--- src/rtl/ps2_scancode_rx.sv ---
// PS/2 keyboard receiver: synchronises and deglitches PS2Clk, shifts in 11-bit
// frames and emits each good byte as Keycode with a one-cycle Enable strobe.
module ps2_scancode_rx #(
    parameter int FILTER_LEN     = 8,
    parameter int TIMEOUT_CYCLES = 100000
) (
    input  logic       Clock,
    input  logic       Reset,
    input  logic       PS2Clk,
    input  logic       PS2Data,
    output logic [7:0] Keycode,
    output logic       Enable,
    output logic       ParityErr,
    output logic       FrameErr
);

    localparam int FW = (FILTER_LEN > 1) ? $clog2(FILTER_LEN) : 1;
    localparam int TW = $clog2(TIMEOUT_CYCLES + 1);

    localparam logic [1:0] IDLE  = 2'd0;
    localparam logic [1:0] SHIFT = 2'd1;
    localparam logic [1:0] CHECK = 2'd2;

    logic [1:0]    clk_sync_reg;
    logic [1:0]    data_sync_reg;
    logic          filt_clk_reg;
    logic [FW-1:0] filt_cnt_reg;
    logic [1:0]    state_reg;
    logic [3:0]    bitcnt_reg;
    logic [9:0]    shift_reg;
    logic [TW-1:0] timeout_reg;
    logic [7:0]    keycode_reg;
    logic          enable_reg;
    logic          parity_err_reg;
    logic          frame_err_reg;

    logic clk_s;
    logic data_s;
    logic filt_flip;
    logic fall;

    assign clk_s  = clk_sync_reg[1];
    assign data_s = data_sync_reg[1];

    // The filtered clock only follows the synced line once it has disagreed
    // for FILTER_LEN consecutive samples, so short glitches never reach the FSM.
    assign filt_flip = (clk_s != filt_clk_reg) && (filt_cnt_reg == FW'(FILTER_LEN - 1));
    assign fall      = filt_flip && filt_clk_reg;

    always_ff @(posedge Clock or posedge Reset) begin
        if (Reset) begin
            clk_sync_reg   <= 2'b11;
            data_sync_reg  <= 2'b11;
            filt_clk_reg   <= 1'b1;
            filt_cnt_reg   <= '0;
            state_reg      <= IDLE;
            bitcnt_reg     <= 4'd0;
            shift_reg      <= 10'd0;
            timeout_reg    <= '0;
            keycode_reg    <= 8'h00;
            enable_reg     <= 1'b0;
            parity_err_reg <= 1'b0;
            frame_err_reg  <= 1'b0;
        end else begin
            clk_sync_reg  <= {clk_sync_reg[0], PS2Clk};
            data_sync_reg <= {data_sync_reg[0], PS2Data};

            if (clk_s == filt_clk_reg) begin
                filt_cnt_reg <= '0;
            end else if (filt_flip) begin
                filt_clk_reg <= clk_s;
                filt_cnt_reg <= '0;
            end else begin
                filt_cnt_reg <= filt_cnt_reg + FW'(1);
            end

            enable_reg     <= 1'b0;
            parity_err_reg <= 1'b0;
            frame_err_reg  <= 1'b0;

            case (state_reg)
                IDLE: begin
                    if (fall && !data_s) begin
                        state_reg   <= SHIFT;
                        bitcnt_reg  <= 4'd0;
                        timeout_reg <= '0;
                    end
                end
                SHIFT: begin
                    if (fall) begin
                        // After ten shifts: [7:0] = D7..D0, [8] = parity, [9] = stop.
                        shift_reg   <= {data_s, shift_reg[9:1]};
                        bitcnt_reg  <= bitcnt_reg + 4'd1;
                        timeout_reg <= '0;
                        if (bitcnt_reg == 4'd9) begin
                            state_reg <= CHECK;
                        end
                    end else if (timeout_reg == TW'(TIMEOUT_CYCLES - 1)) begin
                        state_reg     <= IDLE;
                        bitcnt_reg    <= 4'd0;
                        timeout_reg   <= '0;
                        frame_err_reg <= 1'b1;
                    end else begin
                        timeout_reg <= timeout_reg + TW'(1);
                    end
                end
                CHECK: begin
                    state_reg <= IDLE;
                    if (!shift_reg[9]) begin
                        frame_err_reg <= 1'b1;
                    end else if (!(^shift_reg[8:0])) begin
                        parity_err_reg <= 1'b1;
                    end else begin
                        keycode_reg <= shift_reg[7:0];
                        enable_reg  <= 1'b1;
                    end
                end
                default: begin
                    state_reg <= IDLE;
                end
            endcase
        end
    end

    assign Keycode   = keycode_reg;
    assign Enable    = enable_reg;
    assign ParityErr = parity_err_reg;
    assign FrameErr  = frame_err_reg;

endmodule
--- config.mk ---
export PLATFORM = sky130hd
export DESIGN_NAME = ps2_scancode_rx
export DESIGN_NICKNAME = d
export VERILOG_FILES = /design/src/rtl/ps2_scancode_rx.sv
export SDC_FILE = /design/constraint.sdc
export NUM_CORES = 1
export LEC_CHECK = 0
export ABC_AREA = 1
export CORE_MARGIN = 5
export CORE_UTILIZATION = 38
export CTS_CLUSTER_DIAMETER = 100
export DETAILED_ROUTE_END_ITERATION = 7
export PLACE_DENSITY = 0.54
export SETUP_SLACK_MARGIN = 0.02
export SYNTH_ARGS = -nofsm -noshare
export SYNTH_HDL_FRONTEND = slang
export SYNTH_SLANG_ARGS = --single-unit
--- constraint.sdc ---
create_clock -name Clock -period 1.9 [get_ports Clock]
set_clock_uncertainty 0.05 [all_clocks]
set_input_delay 0.19 -clock Clock [delete_from_list [all_inputs] [get_ports Clock]]
set_output_delay 0.19 -clock Clock [all_outputs]
set_load 0.005 [all_outputs]
## Yosys cells after proc, flatten, opt, wreduce, memory -nomap -nowiden

Index checks and enable logic that the tools add are counted.

| cells by class | value |
|---|---|
| $add $sub $neg | 3 |
| muxes and demuxes | 25 |
| equal/unequal tests | 10 |
| bitwise logic cells | 1 |
| reductions and logical operators | 13 |

Operators by type and width:

| cell | number |
|---|---|
| $mux 17 | 3 |
| $pmux 17 s2 | 1 |
| $add 17x1->17 const B | 1 |
| $eq 17x17->1 const B | 1 |
| $mux 4 | 3 |
| $mux 1 | 9 |
| $reduce_and 3->1 | 3 |
| $reduce_xor 9->1 | 1 |
| $mux 2 | 4 |
| $pmux 4 s2 | 1 |
| $mux 3 | 2 |
| $ne 3x3->1 const B | 2 |
| $reduce_and 2->1 | 3 |
| $add 4x1->4 const B | 1 |
| $eq 4x4->1 const B | 1 |
| $pmux 2 s2 | 1 |
| $add 3x1->3 const B | 1 |
| $eq 3x3->1 const B | 1 |
| $logic_and 1x1->1 | 3 |
| $eq 2x1->1 const B | 1 |
| $eq 2x2->1 const B | 1 |
| $logic_not 2->1 | 1 |
| $ne 2x2->1 const B | 1 |
| $pmux 1 s2 | 1 |
| 5 further kinds | 5 |

| word-level totals | value |
|---|---|
| register bits | 52 |
| bits of input ports | 4 |
| word-level logic and storage cells | 64 |

## Logic depth before layout (Yosys ltp)

Gate-level depths: netlist of the first run.

| logic depth | value |
|---|---|
| depth after elaboration | 6 |
| mapped depth | 11 |
| gate-level depth less buffers | 11 |

## Worst setup path after synthesis of the first run

Ideal clock, no wire load.

| path | value |
|---|---|
| path type | register to register |
| from | register filt_cnt_reg[0] |
| to | register state_reg[0] |
| library setup time | 0.123 ns |
| data arrival time | 1.403 ns |
| slack | 0.324 ns |
| stages on the path, launching flop included | 9 |
| cells stage by stage | dfrtp_1 -> ha_1 -> ha_1 -> nand2_2 -> nor2_1 -> a21boi_0 -> nand2_1 -> nor2_1 -> a21oi_1 |

| on the way | value |
|---|---|
| cells in the longest elaborated chain, start to end | 6 |
| elaborated cells between the ends (all ways) | 10 |
| classes of those cells | eq/ne: 4; mux: 2; reduce/logical: 4 |

RTL lines:

| what | line | RTL |
|---|---|---|
| from (decl) | 27 | `logic [FW-1:0] filt_cnt_reg;` |
| from (signal assigned) | 74 | `filt_cnt_reg <= filt_cnt_reg + FW'(1);` |
| $eq 3x3->1 * | 47 | `assign filt_flip = (clk_s != filt_clk_reg) && (filt_cnt_reg == FW'(FILTER_LEN - 1));` |
| $logic_and 1x1->1 * | 47 |  |
| $logic_and 1x1->1 * | 48 | `assign fall = filt_flip && filt_clk_reg;` |
| $logic_and 1x1->1 | 83 | `if (fall && !data_s) begin` |
| $ne 2x2->1 (no line) | n/a |  |
| $reduce_and 3->1 (no line) | n/a |  |
| to (signal assigned) | 56 | `state_reg <= IDLE;` |
| to (signal assigned) | 84 | `state_reg <= SHIFT;` |
| to (signal assigned) | 96 | `state_reg <= CHECK;` |
| to (decl) | 28 | `logic [1:0] state_reg;` |

Mark *: on every way between the ends. The rest lies on a longest branch, timed or not.
A chain may end at the register's enable or synchronous reset.

## Final worst setup path of the first run

| path | value |
|---|---|
| from | register filt_cnt_reg[0] |
| to | register timeout_reg[11] |

| on the way | value |
|---|---|
| cells in the longest elaborated chain, start to end | 6 |
| elaborated cells between the ends (all ways) | 8 |
| classes of those cells | eq/ne: 2; mux: 2; reduce/logical: 4 |

RTL lines:

| what | line | RTL |
|---|---|---|
| $eq 3x3->1 * | 47 |  |
| $logic_and 1x1->1 * | 47 |  |
| $logic_and 1x1->1 * | 48 |  |
| $logic_and 1x1->1 | 83 |  |
| $ne 2x2->1 (no line) | n/a |  |
| $reduce_and 2->1 (no line) | n/a |  |
| to (signal assigned) | 104 | `timeout_reg <= timeout_reg + TW'(1);` |
| to (decl) | 31 | `logic [TW-1:0] timeout_reg;` |

Marks and branches as above.

==> reports/metrics.cfg, run 1 <==
[run_status]
status=completed

[run]
maxCapViolCount=0

[floorplan]
core_area_um2=7137
die_h_um=95.09
start_util=0.3855
die-area_um2=9042
rows=31
boundaryPins=15
die_w_um=95.09

[grt]
grt_overflow=0
grt_first_pass_wirelength_mm=9.742
grt_pass1_vias=2081
grt_max_degree=29
antenna_found_initial=0
track_usage=0.1360

[sta]
setup_viol=0
worst_slew_pin_slew_ns=0.3051
hold_viol_final=0
fin_ws_ns=0.1437
rsz0062_at_grt=no
setup_tns_ns=0
fmax_mhz=569.4
drv_slew=0
relSlewSlack=0.7963
fin_crit_ns=1.756
fin_crit_sh=0.9244

[setup_path]
cp.depth=7
worstSetupStartpointType=flip-flop
r2r_cells=7
endpoint_kind=flip-flop
cp.required_ns=2.08
critical_path_arrival_ns=1.94
crit_family=adder cells
reg2reg_slack_ns=0.14
slowest_stage=dfrtp_1
cp_num_buf_inv=0
crit_fanout=7
worstPathCellList=ha_1, ha_2, nand3_2, a21oi_4, nand3_2, xor2_1, nor2_1
crit_type=reg -> reg
cp_slowest_stage_delay_ns=0.36
critPathMostFrequentCell=nand3_2

[yosys]
synth_seq_cells=52
synth_area_um2=2751
syn_area_per_cell_um2=7.975
synth_warnings=0
synth_area_leaders=dfrtp_1 43%, nand2_1 14%, nor2_1 5.7%
ys_seq_area_frac=0.4752
yosysTopAreaCell=dfrtp_1
yosysUniqueCellTypes=32
netlist_instances=345
yosys.area.top_type_share=0.4275
synth_nets=357

[pwr]
irDropWorstVdd_v=0.0003187
leakage_nw=1.480
p_per_area_nw_per_um2=842.9

[clock_tree]
ctsLongestPathBuffers=2
cts.htree.levels=2
cts_tree=done
cts_sinks=52
hold_buffers=0
root_buffer=clkbuf_8
insertion_delay_ns=0.31
cts_made_buffers=5
clk_pin_slew_worst_paths_ns=0.10

[cells_and_area]
fill_cells=753
drive_gt1_frac=0.1189
diodes=0
final_common_cell=nand2_1
finish.utilization=0.4472
area_growth_pct=16.01
largest_reg_flops=17
fin_nets=381
design_area_um2=3192
mostFrequentLayoutCells=104 x nand2_1, 47 x dfrtp_1, 41 x nor2_1

[route]
drc_errors=0
post_drt_wl_per_cell_um=11.65
drt-initial-drc-count=97
drt-vias-per-instance=4.706
wl_mm=5.464
via_count=2207
dr.pass1.iters=4
ant_nets=0

[placed_design]
dp_hpwl_mm=4.243
post-place-ws_ns=0.1136
io_buffers=14
place_area_um2=3059
gp_congestion=0.8607

[worst_hold_path]
hp-class=in -> async

cells by family (layout without fill, tap and decap cells):
logic type | Yosys count | in the layout | share of synthesized area
simple gates | 201 | 201 | 0.3365
flops | 52 | 52 | 0.4752
xor+xnor | 8 | 8 | 0.02547
mux | 1 | 1 | 0.003638
buf+inv | 46 | 71 | 0.06366
compound gates | 29 | 29 | 0.05912
fa+ha+maj | 8 | 8 | 0.03638
per-layer routing:
layer	share of wire	global-route usage	routed length, um
met1	0.48	0.1858	2650
met2	0.46	0.2192	2518
met3	0.043	0.02762	233
met4	0.011	0.03726	62
met5	0	0	0
worst register-to-register path: stages (launching register included):
cell,delay (ns)
dfrtp_1,0.36
ha_1,0.16
ha_2,0.26
nand3_2,0.15
a21oi_4,0.31
nand3_2,0.14
xor2_1,0.17
nor2_1,0.10
final cells by class:
class / count / area, um2 / area share
clock inverter: 3 / 46.29 / 0.01450
clock buffer: 5 / 68.82 / 0.02156
multi-input combinational: 247 / 1286 / 0.4030
sequential: 52 / 1308 / 0.4096
tap: 99 / 123.9 / 0.03881
timing repair buffer: 20 / 197.7 / 0.06194
inverter: 43 / 161.4 / 0.05057
stage by stage:
step,instances,power [W],hold slack (ns)
after floorplan,345,0.001732,0.1445
after global placement,461,0.001922,0.2955
after detailed placement,461,0.001918,0.2973
after CTS,469,0.002716,0.09348
after global routing,469,0.002862,0.1076
final,469,0.002690,0.09272
final timing paths:
kind	endpoint	from
setup / recovery	timeout_reg[11]$_DFFE_PP0P_	filt_cnt_reg[0]$_DFF_PP0_
hold / removal	Enable$_DFF_PP0_	Reset
setup reg to reg	timeout_reg[11]$_DFFE_PP0P_	filt_cnt_reg[0]$_DFF_PP0_
hold reg to reg	clk_sync_reg[1]$_DFF_PP1_	clk_sync_reg[0]$_DFF_PP1_
max in group asynchronous	clk_sync_reg[1]$_DFF_PP1_	Reset
min in group Clock	data_sync_reg[0]$_DFF_PP1_	PS2Data
what timing repair did:
action / 4_1_cts / 5_1_grt
endpoints found under the setup margin: 0 / 13
gates resized for setup: 0 / 5
hold endpoints to repair: 0 / 0
setup buffers: 0 / 0
cell usage after synthesis:
cell / count
nand2_1: 104
dfrtp_1: 47
nor2_1: 42
inv_1: 38
nand4_1: 16
nand3_1: 15
o21ai_0: 10
o21ai_1: 10
ha_1: 8
xor2_1: 6
a21oi_1: 5
dfstp_2: 5
nor3_1: 5
inv_2: 4
nand2_2: 4
nand3_2: 4
nor2_2: 3
buf_2: 2
nand2_4: 2
nor3b_1: 2
xnor2_1: 2
a21boi_0: 1
a21boi_1: 1
a21oi_4: 1
and2_1: 1
clkbuf_1: 1
clkinv_1: 1
mux2i_1: 1
nand3_4: 1
nand4_4: 1
nor2_4: 1
o22ai_1: 1
power breakdown:
part           internal (W)  total [W]  switching [W]
combinational      0.000224   0.000664       0.000440
clock              0.000397   0.000780       0.000383
sequential          0.00120    0.00125      0.0000509
total               0.00182    0.00269       0.000874
Note: power is estimated with default switching activity, not from simulation.
==> run 2, diff against run 1 <==
--- a/config.mk
+++ b/config.mk
@@ -10,7 +10,8 @@
 export CORE_UTILIZATION = 38
 export CTS_CLUSTER_DIAMETER = 100
 export DETAILED_ROUTE_END_ITERATION = 7
-export PLACE_DENSITY = 0.54
+export DONT_BUFFER_PORTS = 1
+export PLACE_DENSITY = 0.51
 export SETUP_SLACK_MARGIN = 0.02
 export SYNTH_ARGS = -nofsm -noshare
 export SYNTH_HDL_FRONTEND = slang
==> reports/metrics.cfg, run 2 (same netlist as run 1, synthesis figures left out) <==
[run_status]
status=completed

[cells_and_area]
fin_nets=369
largest_reg_flops=17
mostFrequentLayoutCells=104 x nand2_1, 47 x dfrtp_1, 40 x nor2_1
diodes=0
finish.utilization=0.4318
drive_gt1_frac=0.1173
area_growth_pct=12.01
final_common_cell=nand2_1
finalNonFillerCells=457

[route]
dr.pass1.iters=4
drc_errors=0
post_drt_wl_per_cell_um=12.50
drt-vias-per-instance=4.751
via_count=2171
drt-initial-drc-count=101
ant_nets=0
wl_mm=5.714

[sta]
setup_viol=0
relSlewSlack=0.7822
drv_slew=0
hold_viol_final=0
fin_crit_ns=1.722
hold_ws_ns=0.2225
setup_tns_ns=0
rsz0062_at_grt=no
worst_slew_pin_slew_ns=0.3260
fin_crit_sh=0.9062
fmax_mhz=580.8

[grt]
antenna_found_initial=0
track_usage=0.1426
grt_first_pass_wirelength_mm=10.18
grt_pass1_vias=2184
grt_max_degree=41
grt_overflow=0

[setup_path]
cp_num_buf_inv=1
slowest_stage=dfrtp_1
r2r_cells=7
startpoint=filt_cnt_reg[0]$_DFF_PP0_
crit_fanout=9
cp_slowest_stage_delay_ns=0.36
endpoint_kind=flip-flop
reg2reg_slack_ns=0.18
crit_type=reg -> reg
endpoint=bitcnt_reg[0]$_DFFE_PP0P_
worstSetupStartpointType=flip-flop
cp.depth=7
cp.required_ns=2.04
r2r-end=bitcnt_reg[0]$_DFFE_PP0P_
critical_path_arrival_ns=1.86
crit_family=adder cells
worstPathCellList=ha_1, ha_2, nand3_2, a21oi_4, nand2_4, inv_2, mux2i_1
worstReg2RegStart=filt_cnt_reg[0]$_DFF_PP0_

[floorplan]
core_area_um2=7137
die_h_um=95.09
start_util=0.3855
die_w_um=95.09
die-area_um2=9042
rows=31
boundaryPins=15

[clock_tree]
ctsLongestPathBuffers=2
cts_tree=done
root_buffer=clkbuf_8
cts_sinks=52
insertion_delay_ns=0.30
clk_pin_slew_worst_paths_ns=0.10
cts.htree.levels=2
cts_made_buffers=5
cts_setup_buffers=0

[worst_hold_path]
hp-class=in -> async

[run]
maxCapViolCount=0

[placed_design]
dp_hpwl_mm=4.376
io_buffers=0
gp_congestion=0.9208
place_inst=446

[pwr]
power_w=0.002785
p_per_area_nw_per_um2=903.6
sequentialPowerShare=0.447
power.switching_w=0.0008581
irDropWorstVdd_v=0.0004373
combPwrFrac=0.231
leakage_nw=1.434
internal-power_w=0.001927
swShare=0.3081
power.share.clock=0.323

## run 2: cell types whose count changed in the layout (fill, tap and decap cells not counted), sizes merged
cell	previous run	this run
buf	6	5
bufinv	1	2
clkinvlp	1	0
inv	43	42
dlygate4sd3	0	3
clkdlybuf4s50	14	0
clkbuf	5	6
## run 2: through the flow
step	setup slack [ns]	area [um2]
3_3_place_gp	0.1214	2912
3_5_place_dp	0.09658	2912
4_1_cts	0.07688	3074
2_1_floorplan	0.3242	2751
6_report	0.1782	3082
5_1_grt	0.02055	3082
## run 2: worst min-delay path by stage
stage	start	cells past startpoint	end	slack (ns)
CTS	Reset	2	Keycode[3]$_DFFE_PP0P_	0.22
finish	Reset	2	Keycode[3]$_DFFE_PP0P_	0.22
global placement	Reset	1	FrameErr$_DFF_PP0_	-0.01
global route	Reset	2	Keycode[3]$_DFFE_PP0P_	0.25
detailed placement	Reset	1	FrameErr$_DFF_PP0_	-0.01
floorplan	PS2Clk	0	clk_sync_reg[0]$_DFF_PP1_	0.14
## run 2: worst register-to-register path, stage by stage, from the launching register on
cell	delay, ns
dfrtp_1	0.36
ha_1	0.15
ha_2	0.24
nand3_2	0.13
a21oi_4	0.32
nand2_4	0.15
inv_2	0.14
mux2i_1	0.08
## run 2: final cells by class
type | count | area [um2]
clock buffers | 6 | 72.57
clock inverters | 2 | 60.06
fillers | 767 | 4055
inverters | 43 | 161.4
multi-input cells | 247 | 1276
flip-flops and latches | 52 | 1308
well taps | 99 | 123.9
repair buffers | 8 | 80.08
## run 2: what timing repair did
item,in CTS,in global routing
resized for setup,0,3
setup endpoints to repair,0,8
endpoints found under the hold margin,49,0
hold buffers,3,0
## run 2: power groups by stage
stage / clock network [W] / logic, W / registers, W
floorplan: 0 / 0.000478 / 0.00125
global placement: 0 / 0.000624 / 0.00126
detailed placement: 0 / 0.000636 / 0.00127
CTS: 0.000934 / 0.000645 / 0.00125
global route: 0.000971 / 0.000733 / 0.00125
finish: 0.000899 / 0.000642 / 0.00124
## run 2: routing by layer
layer	vias to the layer above	share of wire	wire length, um	track usage
met3	5	0.033	186	0.02841
met1	1010	0.46	2626	0.1749
met2	34	0.50	2841	0.2548
met5	-	0	0	0
met4	0	0.011	60	0.03606
li1	1122	-	-	-
==> run 3, diff against run 2 <==
--- a/config.mk
+++ b/config.mk
@@ -6,12 +6,15 @@
 export NUM_CORES = 1
 export LEC_CHECK = 0
 export ABC_AREA = 1
+export CELL_PAD_IN_SITES_DETAIL_PLACEMENT = 1
+export CELL_PAD_IN_SITES_GLOBAL_PLACEMENT = 1
+export CORE_ASPECT_RATIO = 0.9
 export CORE_MARGIN = 5
 export CORE_UTILIZATION = 38
 export CTS_CLUSTER_DIAMETER = 100
 export DETAILED_ROUTE_END_ITERATION = 7
 export DONT_BUFFER_PORTS = 1
-export PLACE_DENSITY = 0.51
+export PLACE_DENSITY = 0.64
 export SETUP_SLACK_MARGIN = 0.02
 export SYNTH_ARGS = -nofsm -noshare
 export SYNTH_HDL_FRONTEND = slang
==> reports/metrics.cfg, run 3 (same netlist as run 1, synthesis figures left out) <==
[sta]
fmax_mhz=578.9
drv_slew=0
setup_tns_ns=0
worst_slew_pin_slew_ns=0.3511
rsz0062_at_grt=no
fin_crit_sh=0.9092
fin_crit_ns=1.728
setup_viol=0
hold_ws_ns=0.3123
relSlewSlack=0.7651
hold_viol_final=0

[setup_path]
worstSetupStartpointType=flip-flop
crit_family=simple AND/OR/NAND/NOR gates
r2r-end=timeout_reg[10]$_DFFE_PP0P_
cp_slowest_stage_delay_ns=0.37
cp.required_ns=2.10
crit_fanout=7
endpoint_kind=flip-flop
worstPathCellList=ha_1, ha_2, nand3_2, nand2_2, nand2_2, nor2_1, nand2_1, nand2_1, inv_1, nor2_1
worstReg2RegStart=filt_cnt_reg[0]$_DFF_PP0_
crit_type=reg -> reg
reg2reg_slack_ns=0.17
r2r_cells=10
critical_path_arrival_ns=1.93
cp_num_buf_inv=1
slowest_stage=dfrtp_1

[clock_tree]
ctsLongestPathBuffers=2
clk_pin_slew_worst_paths_ns=0.11
insertion_delay_ns=0.32
cts_tree=done
root_buffer=clkbuf_8
cts_made_buffers=5
cts.htree.levels=2
cts_sinks=52

[pwr]
irDropWorstVdd_v=0.0004372
power_w=0.002686
leakage_nw=1.441
p_per_area_nw_per_um2=873.1

[route]
drt-initial-drc-count=90
wl_mm=6.783
via_count=2272
drc_errors=0
post_drt_wl_per_cell_um=14.91
dr.pass1.iters=4
ant_nets=0
drt-vias-per-instance=4.993

[cells_and_area]
finish.utilization=0.4371
largest_reg_flops=17
area_growth_pct=11.82
drive_gt1_frac=0.1271
mostFrequentLayoutCells=104 x nand2_1, 47 x dfrtp_1, 42 x nor2_1
fin_nets=373
final_common_cell=nand2_1
design_area_um2=3077
diodes=0

[grt]
antenna_found_initial=0
grt_first_pass_wirelength_mm=11.39
grt_max_degree=53
track_usage=0.1596
grt_overflow=0
grt_pass1_vias=2222

[floorplan]
boundaryPins=15
die-area_um2=9045
rows=29
core_area_um2=7039
die_w_um=99.70
start_util=0.3909
die_h_um=90.73

[placed_design]
dp_hpwl_mm=5.163
place_area_um2=2947
io_buffers=0
gp_congestion=0.8302

[run_status]
status=completed

[run]
maxCapViolCount=0

[worst_hold_path]
hp-class=in -> async

run 3: final cells by class:
class / count / area, um2
tap: 93 / 116.4
clock buffer: 5 / 68.82
sequential: 52 / 1308
fill: 879 / 3963
timing repair buffer: 12 / 122.6
multi-input combinational: 247 / 1274
inverter: 43 / 161.4
clock inverter: 3 / 26.28
run 3: routing by layer:
metal	vias up	global-route usage	routed length (um)
li1	1127	-	-
met3	7	0.03012	327
met2	30	0.2294	2958
met5	-	0	0
met1	1108	0.2416	3431
met4	0	0.04437	66
run 3: worst max path at each step:
stage	startpoint	endpoint	slack, ns	cells past startpoint
6_report	filt_cnt_reg[0]$_DFF_PP0_	timeout_reg[10]$_DFFE_PP0P_	0.17	10
5_1_grt	filt_cnt_reg[0]$_DFF_PP0_	timeout_reg[10]$_DFFE_PP0P_	0.006	10
4_1_cts	filt_cnt_reg[0]$_DFF_PP0_	timeout_reg[10]$_DFFE_PP0P_	0.11	10
3_5_place_dp	filt_cnt_reg[0]$_DFF_PP0_	state_reg[0]$_DFFE_PP0P_	0.12	8
3_3_place_gp	filt_cnt_reg[0]$_DFF_PP0_	timeout_reg[10]$_DFFE_PP0P_	0.17	9
2_1_floorplan	filt_cnt_reg[0]$_DFF_PP0_	state_reg[0]$_DFFE_PP0P_	0.32	8
run 3: worst register-to-register path: stages, from the launching register on:
cell and delay [ns]:
dfrtp_1 0.37, ha_1 0.17, ha_2 0.25, nand3_2 0.13, nand2_2 0.11, nand2_2 0.11, nor2_1 0.15, nand2_1 0.09
nand2_1 0.06, inv_1 0.04, nor2_1 0.13
run 3: power breakdown:
| group | switching [W] | internal (W) | leakage (nW) |
|---|---|---|---|
| clock network | 0.000421 | 0.000270 | 0.0487 |
| registers | 0.0000503 | 0.00120 | 0.701 |
| logic | 0.000478 | 0.000272 | 0.691 |
| total | 0.000949 | 0.00174 | 1.44 |
run 3: timing repair:
action	in CTS	in global routing
endpoints found under the setup margin	0	3
resized for setup	0	2
hold endpoints to repair	49	0
buffers inserted	0	0
hold buffers	3	0
run 3: stage by stage:
| stage | instances | setup slack [ns] |
|---|---|---|
| 2_1_floorplan | 345 | 0.3242 |
| 3_3_place_gp | 444 | 0.1665 |
| 3_5_place_dp | 444 | 0.1217 |
| 4_1_cts | 455 | 0.1113 |
| 5_1_grt | 455 | 0.006325 |
| 6_report | 455 | 0.1724 |
